$ cat config.mk
export PLATFORM = sky130hd
export DESIGN_NAME = sfp_seq_ctrl_flat
export DESIGN_NICKNAME = d
export VERILOG_FILES = /design/src/rtl/sfp_seq_ctrl_if.sv /design/src/rtl/sfp_seq_ctrl.sv /design/src/flat_wrapper.sv
export SDC_FILE = /design/constraint.sdc
export NUM_CORES = 1
export LEC_CHECK = 0
export ABC_CLOCK_PERIOD_IN_PS = 1500
export CAP_MARGIN = 0
export CORE_MARGIN = 2
export CORE_UTILIZATION = 42
export DETAILED_ROUTE_END_ITERATION = 8
export PLACE_DENSITY_LB_ADDON = 0.15
export SYNTH_ARGS = -nofsm -noshare
export SYNTH_HDL_FRONTEND = slang
export SYNTH_SLANG_ARGS = --single-unit
$ cat constraint.sdc
create_clock -name clk -period 1.5 [get_ports clk]
set_input_delay 0.225 -clock clk [delete_from_list [all_inputs] [get_ports clk]]
set_output_delay 0.225 -clock clk [all_outputs]
set_load 0.03 [all_outputs]
$ cat src/rtl/sfp_seq_ctrl_if.sv
// Control bundle between one sfp_seq_ctrl and its sfp_row / pmem / peer core.
// The master side is the sequencer; the slave side is whatever it drives.
interface sfp_seq_ctrl_if #(
  parameter int addr_w = 5
);
  logic              start;
  logic              peer_ready;
  logic              local_ready;
  logic              pmem_rd;
  logic [addr_w-1:0] pmem_rd_addr;
  logic              pmem_wr;
  logic [addr_w-1:0] pmem_wr_addr;
  logic              acc;
  logic              div;
  logic              fifo_ext_rd;
  logic              busy;
  logic              done;

  modport master (
    input  start, peer_ready,
    output local_ready, pmem_rd, pmem_rd_addr, pmem_wr, pmem_wr_addr,
           acc, div, fifo_ext_rd, busy, done
  );

  modport slave (
    output start, peer_ready,
    input  local_ready, pmem_rd, pmem_rd_addr, pmem_wr, pmem_wr_addr,
           acc, div, fifo_ext_rd, busy, done
  );
endinterface

$ cat src/rtl/sfp_seq_ctrl.sv
// Two-phase sequencer for one core's sfp_row softmax pass: accumulate row sums,
// rendezvous with the peer core, then divide and write normalized rows back.
module sfp_seq_ctrl #(
  parameter int num_rows = 8,
  parameter int addr_w   = 5,
  parameter int in_base  = 0,
  parameter int out_base = 16
) (
  input  logic          clk,
  input  logic          reset,
  sfp_seq_ctrl_if.master bus
);

  localparam int               row_w    = 5;
  localparam logic [row_w-1:0] last_row = row_w'(num_rows - 1);

  typedef enum logic [2:0] {
    IDLE, ACC, ACC_DRAIN, SYNC, DIV, DIV_DRAIN1, DIV_DRAIN2, DONE
  } state_t;

  state_t           state_q, state_d;
  logic [row_w-1:0] row_q, row_d;
  logic [row_w-1:0] wr_row_q, wr_row_d;
  logic             acc_q, acc_d;
  logic             div_q, div_d;
  logic             wr_q, wr_d;
  logic             rd_en;

  always_ff @(posedge clk) begin
    if (reset) begin
      state_q  <= IDLE;
      row_q    <= '0;
      wr_row_q <= '0;
      acc_q    <= 1'b0;
      div_q    <= 1'b0;
      wr_q     <= 1'b0;
    end else begin
      state_q  <= state_d;
      row_q    <= row_d;
      wr_row_q <= wr_row_d;
      acc_q    <= acc_d;
      div_q    <= div_d;
      wr_q     <= wr_d;
    end
  end

  // row stays zero outside ACC/DIV, so every state entry sees a cleared counter
  always_comb begin
    state_d = state_q;
    row_d   = '0;
    case (state_q)
      IDLE:       if (bus.start) state_d = ACC;
      ACC: begin
        if (row_q == last_row) state_d = ACC_DRAIN;
        else                   row_d   = row_q + row_w'(1);
      end
      ACC_DRAIN:  state_d = SYNC;
      SYNC:       if (bus.peer_ready) state_d = DIV;
      DIV: begin
        if (row_q == last_row) state_d = DIV_DRAIN1;
        else                   row_d   = row_q + row_w'(1);
      end
      DIV_DRAIN1: state_d = DIV_DRAIN2;
      DIV_DRAIN2: state_d = DONE;
      DONE:       state_d = IDLE;
      default:    state_d = IDLE;
    endcase
  end

  // acc/div trail the read by one cycle; the write trails div to match sfp_out
  always_comb begin
    acc_d    = (state_q == ACC);
    div_d    = (state_q == DIV);
    wr_d     = div_q;
    wr_row_d = wr_row_q;
    if (state_q == SYNC) wr_row_d = '0;
    else if (wr_q)       wr_row_d = wr_row_q + row_w'(1);
  end

  assign rd_en            = (state_q == ACC) || (state_q == DIV);
  assign bus.pmem_rd      = rd_en;
  assign bus.pmem_rd_addr = rd_en ? addr_w'(in_base) + addr_w'(row_q) : '0;
  assign bus.pmem_wr      = wr_q;
  assign bus.pmem_wr_addr = wr_q ? addr_w'(out_base) + addr_w'(wr_row_q) : '0;
  assign bus.acc          = acc_q;
  assign bus.div          = div_q;
  assign bus.fifo_ext_rd  = div_q;
  assign bus.busy         = (state_q != IDLE);
  assign bus.done         = (state_q == DONE);
  // held through DONE so a late peer can never miss the rendezvous
  assign bus.local_ready  = (state_q == SYNC) || (state_q == DIV) ||
                            (state_q == DIV_DRAIN1) || (state_q == DIV_DRAIN2) ||
                            (state_q == DONE);

endmodule

$ cat src/flat_wrapper.sv
// flat-port wrapper written by rule: the top's interface ports become plain ports
module sfp_seq_ctrl_flat 
#(
  parameter int num_rows = 8,
  parameter int addr_w   = 5,
  parameter int in_base  = 0,
  parameter int out_base = 16
)
  (clk, reset, bus_start, bus_peer_ready, bus_local_ready, bus_pmem_rd, bus_pmem_rd_addr, bus_pmem_wr, bus_pmem_wr_addr, bus_acc, bus_div, bus_fifo_ext_rd, bus_busy, bus_done);
  sfp_seq_ctrl_if #(.addr_w(addr_w)) bus_i ();
  input  logic clk;
  input  logic reset;
  input wire logic [$bits(bus_i.start)-1:0] bus_start;
  input wire logic [$bits(bus_i.peer_ready)-1:0] bus_peer_ready;
  output wire logic [$bits(bus_i.local_ready)-1:0] bus_local_ready;
  output wire logic [$bits(bus_i.pmem_rd)-1:0] bus_pmem_rd;
  output wire logic [$bits(bus_i.pmem_rd_addr)-1:0] bus_pmem_rd_addr;
  output wire logic [$bits(bus_i.pmem_wr)-1:0] bus_pmem_wr;
  output wire logic [$bits(bus_i.pmem_wr_addr)-1:0] bus_pmem_wr_addr;
  output wire logic [$bits(bus_i.acc)-1:0] bus_acc;
  output wire logic [$bits(bus_i.div)-1:0] bus_div;
  output wire logic [$bits(bus_i.fifo_ext_rd)-1:0] bus_fifo_ext_rd;
  output wire logic [$bits(bus_i.busy)-1:0] bus_busy;
  output wire logic [$bits(bus_i.done)-1:0] bus_done;
  assign bus_i.start = bus_start;
  assign bus_i.peer_ready = bus_peer_ready;
  assign bus_local_ready = bus_i.local_ready;
  assign bus_pmem_rd = bus_i.pmem_rd;
  assign bus_pmem_rd_addr = bus_i.pmem_rd_addr;
  assign bus_pmem_wr = bus_i.pmem_wr;
  assign bus_pmem_wr_addr = bus_i.pmem_wr_addr;
  assign bus_acc = bus_i.acc;
  assign bus_div = bus_i.div;
  assign bus_fifo_ext_rd = bus_i.fifo_ext_rd;
  assign bus_busy = bus_i.busy;
  assign bus_done = bus_i.done;
  sfp_seq_ctrl #(.num_rows(num_rows), .addr_w(addr_w), .in_base(in_base), .out_base(out_base)) u_core (.clk(clk), .reset(reset), .bus(bus_i));
endmodule
Word level (Yosys, flattened, before mapping) --
Cells that the tools add are included.
Word-level totals: bits in registers 16, input bits 4
Operators by class: add/sub/neg operators 3, equality and inequality tests 12, mux-type cells 7, bitwise operators 1, reductions and logical operators 11
Operators with widths (number):
- 3-bit one-hot mux with 8 select lines | 1
- 3-bit == test, second input constant | 4
- 3-bit 2-to-1 mux | 4
- 5-bit by 1-bit adder with 5-bit output, second input constant | 2
- 5-bit 2-to-1 mux | 2
- 2-bit inequality test, second input constant | 4
- 3-bit by 2-bit == test with 1-bit output, second input constant | 2
- 5-bit adder, first input constant | 1
- 5-bit by 3-bit == test with 1-bit output, second input constant | 1
- 1-bit logical OR | 5
- 4-bit AND reduction | 1
- 2-bit OR reduction | 2
- 3-bit by 1-bit == test with 1-bit output, second input constant | 1
- 3-bit logical NOT | 1
- 3-bit nonzero test | 1
- 3-bit OR reduction | 1
- 1-bit NOT | 1

Longest topological paths before layout --
depth after elaboration 5, mapped depth 6, depth with buffers taken out 6

Least setup slack after synthesis --
Ideal clock, no wire load.
path kind reg-to-reg, from register u_core.state_q[0], to register u_core.state_q[2], setup time 0.087 ns, data arrival time 1.500 ns, data required time 1.413 ns, slack -0.087 ns, cell stages (with the launch flop) 7, buffers on the path 0, clock period less this slack 1.587 ns, cell sequence dfxtp_1 -> inv_1 -> ha_1 -> mux2i_4 -> a31oi_4 -> or4b_1 -> o31ai_1
Between the ends: word-level cells in the longest chain between the ends 3, elaborated cells on any way between the ends 14
RTL lines:
- start: declaration | line sfp_seq_ctrl.sv:21 | state_t state_q, state_d;
- start signal: assignment | line sfp_seq_ctrl.sv:38 | state_q <= state_d;
- 3-bit by 1-bit == test with 1-bit output, or another cell as far along | line sfp_seq_ctrl.sv:51 | case (state_q)
- 2-bit inequality test (no line)
- 4-bit AND reduction (no line)
Parallel ways exist; a longest one is shown, timed or not. A chain may end at the register's enable or synchronous reset.

Worst setup path after layout --
from register u_core.state_q[0], to output bus_pmem_rd_addr[2]
Between the ends: word-level cells in the longest chain between the ends 3, elaborated cells on any way between the ends 4
RTL lines:
- 3-bit by 1-bit == test with 1-bit output or 3-bit == test (tied branches) | line sfp_seq_ctrl.sv:80 | assign rd_en = (state_q == ACC) || (state_q == DIV);
- 1-bit logical OR * | line sfp_seq_ctrl.sv:80
- 5-bit 2-to-1 mux * | line sfp_seq_ctrl.sv:82 | assign bus.pmem_rd_addr = rd_en ? addr_w'(in_base) + addr_w'(row_q) : '0;
- end: declaration | line flat_wrapper.sv:17 | output wire logic [$bits(bus_i.pmem_rd_addr)-1:0] bus_pmem_rd_addr;
Every way passes the cells marked *; elsewhere a longest branch is shown, timed or not.

==> metrics.yaml <==
cts:
  ctsHtreeMaxLevel: 1
  cts_buffers: 3
  cts_num_sinks: 16
  path_clk_slew_ns: 0.09
  cts_tree: "built"
  clk_path_buf_depth: 2
  clk_latency_ns: 0.28
  clockRootBuffer: "clkbuf_4"
  cts_hold_buf: 0
global_routing:
  antenna_found_initial: 0
  grt_pass1_vias: 670
  grt_max_degree: 9
  grt.total_usage: 0.163
  grt_pass1_wl_mm: 2.99
  globalRoute.totalOverflow: 0
worst_setup_path:
  crit_family: "flip-flops"
  worstSetupPathType: "flop to output pin"
  max_stage_delay_ns: 0.39
  path_cells: "inv_4 -> ha_4 -> mux2i_4 -> and2b_2 -> buf_6"
  cp-start-kind: "flop"
  slowest_stage: "dfxtp_4"
  path_buf_inv: 2
  worstPathRequired_ns: 1.27
  critPathLaunch: "u_core.state_q[0]"
  crit_fanout: 5
  regToRegStartpoint: "u_core.state_q[0]"
  worstPathArrival_ns: 1.48
  cp-end-kind: "output pin"
power_and_ir_drop:
  p_per_area_mw_per_mm2: 1490
  peakVddDrop_uv: 1050
  leakagePower_nw: 0.596
  p_total_mw: 1.96
logic_synthesis:
  synth_top_cell_by_area: "dfxtp_1"
  netlist-cell-type-count: 28
  ys_ff_latch: 16
  yosys_warnings: 0
  seq_area_frac_synth: 0.379
  async_reset_ff_frac: 0
  synth.avg_cell_area_um2: 9.19
  synth_area_leaders: "dfxtp_1 (38%), ha_1 (8.9%), nor2_1 (6.2%), and2b_2 (5.2%), xor2_1 (5.2%)"
  synth_top_cells_by_count: "dfxtp_1 (16), nor2_1 (14), ha_1 (6)"
  synthMostInstantiatedCell: "dfxtp_1"
  synth_edf_count: 0
  synth_ff_type: "dfxtp_1"
  synthCells: 92
  syn_nets: 102
  synth_area_um2: 846
  synth.top_cell.area_share: 0.379
finish:
  drive_above_1_share: 0.438
  fin_nets: 142
  syn_to_final_growth_pct: 55.6
  diodes: 0
  final_area_mm2: 0.00132
status:
  failed_checks: "negative setup slack"
  status: "finished with violations"
sta:
  slew_viol_final: 0
  rsz0062_at_grt: "true"
  fin_skew_ns: 0.00922
  fin_crit_ns: 1.71
  tns_ns: -1.72
  min_period_over_period: 1.14
  slew_headroom: 0.790
  timing.final.ws_setup_ns: -0.205
  setup_viol: 11
  hold_violations: 0
  worstMarginPinSlew_ns: 0.315
  max_clock_freq_mhz: 586
  hold_ws_ns: 0.466
drt:
  drc: 0
  wl_per_cell_um: 11.9
  drt_iter0_drc: 8
  dr_total_vias: 750
  drt-pass1-iter-count: 4
  routed_via_density: 4.78
  wl_mm: 1.86
  drtAntennaViolNets: 0
floorplanning:
  die_h_um: 48.9
  rows: 16
  core_area_mm2: 0.00192
  fp.dieArea_mm2: 0.00239
  initial_core_util: 0.440
  die_w_um: 48.9
  io_pins: 22
placed_design:
  place_area_mm2: 0.00117
  gp_congestion: 0.851
  place_hpwl_mm: 1.29
  numPortBuffers: 21
hold_path:
  worstHoldPathType: "flop to flop"
  hold_start: "u_core.row_q[0]"
job:
  drv_cap: 0
## final timing paths
kind	cells past startpoint	slack, ns	end
max	5	-0.21	bus_pmem_rd_addr[2]
min	1	0.47	u_core.row_q[0]
max reg2reg	7	-0.18	u_core.state_q[1]
min reg2reg	1	0.47	u_core.row_q[0]
## through the flow
stage                util  std cells  worst slack (ns)
detailed placement  0.609        149            -0.485
floorplan               -         92          0.000200
finish              0.685        157            -0.205
global route        0.685        157            -0.260
CTS                 0.670        156            -0.209
global placement    0.609        149            -0.434
## state kept, by name (all words and copies together) (netlist names)
signal,flops
u_core.row_q,5
u_core.wr_row_q,5
u_core.state_q,3
u_core.bus.acc,1
u_core.bus.div,1
u_core.bus.pmem_wr,1
## where the power goes
part / leakage, nW / internal (mW) / total [mW] / switching, mW
clock: 0.0138 / 0.0929 / 0.217 / 0.124
sequential: 0.131 / 0.487 / 0.542 / 0.0548
combinational: 0.451 / 0.592 / 1.20 / 0.606
## cell usage in the layout, fill, tap and decap left out, drive strengths merged
master,n
a21o,1
a21oi,1
a311oi,1
a31oi,1
and2,4
and2b,5
and3,1
buf,31
clkbuf,3
clkdlybuf4s50,3
dfxtp,16
dlygate4sd2,3
dlymetal6s2s,1
ha,6
inv,5
mux2i,3
nand2,5
nand2b,2
nand3,5
nor2,14
nor2b,2
nor3,2
nor3b,1
o21a,1
o21ai,1
o31ai,3
or4b,2
xnor2,2
xor2,5
## cell families (layout without fill, tap and decap cells)
family	count (synthesis)	after routing	share of synthesized area
adder cells (fa/ha/maj)	6	6	0.0888
XOR/XNOR	7	7	0.0725
AND/OR/NAND/NOR	43	43	0.277
AO/OA/AOI/OAI	9	9	0.0917
flip-flops	16	16	0.379
multiplexers	2	3	0.0385
buffers and inverters	9	46	0.0533
## per-layer routing
layer	up-vias	track usage	wire length, µm
met5	-	0	0
met4	0	0.0571	12
met3	2	0.0399	106
met2	23	0.267	948
met1	338	0.208	795
li1	387	-	-
## layout make-up
| type | instances | area [µm²] |
|---|---|---|
| timing repair buffer | 38 | 339 |
| fill | 158 | 606 |
| tap | 27 | 33.8 |
| multi-input combinational | 68 | 571 |
| inverter | 5 | 23.8 |
| sequential | 16 | 327 |
| clock buffer | 3 | 22.5 |
## worst register-to-register path: stages, from the launching register on
cell and delay [ns]:
dfxtp_4 0.39, inv_4 0.05, ha_4 0.17, buf_4 0.16, nand2b_1 0.13, a21oi_4 0.09, or4b_1 0.54, o31ai_2 0.08
## what timing repair did
item,CTS,global route
cloned,1,0
pin swaps,6,3
endpoints found under the setup margin,14,13
resized for setup,65,6
setup buffers,3,1
Note: power is estimated with default switching activity, not from simulation.
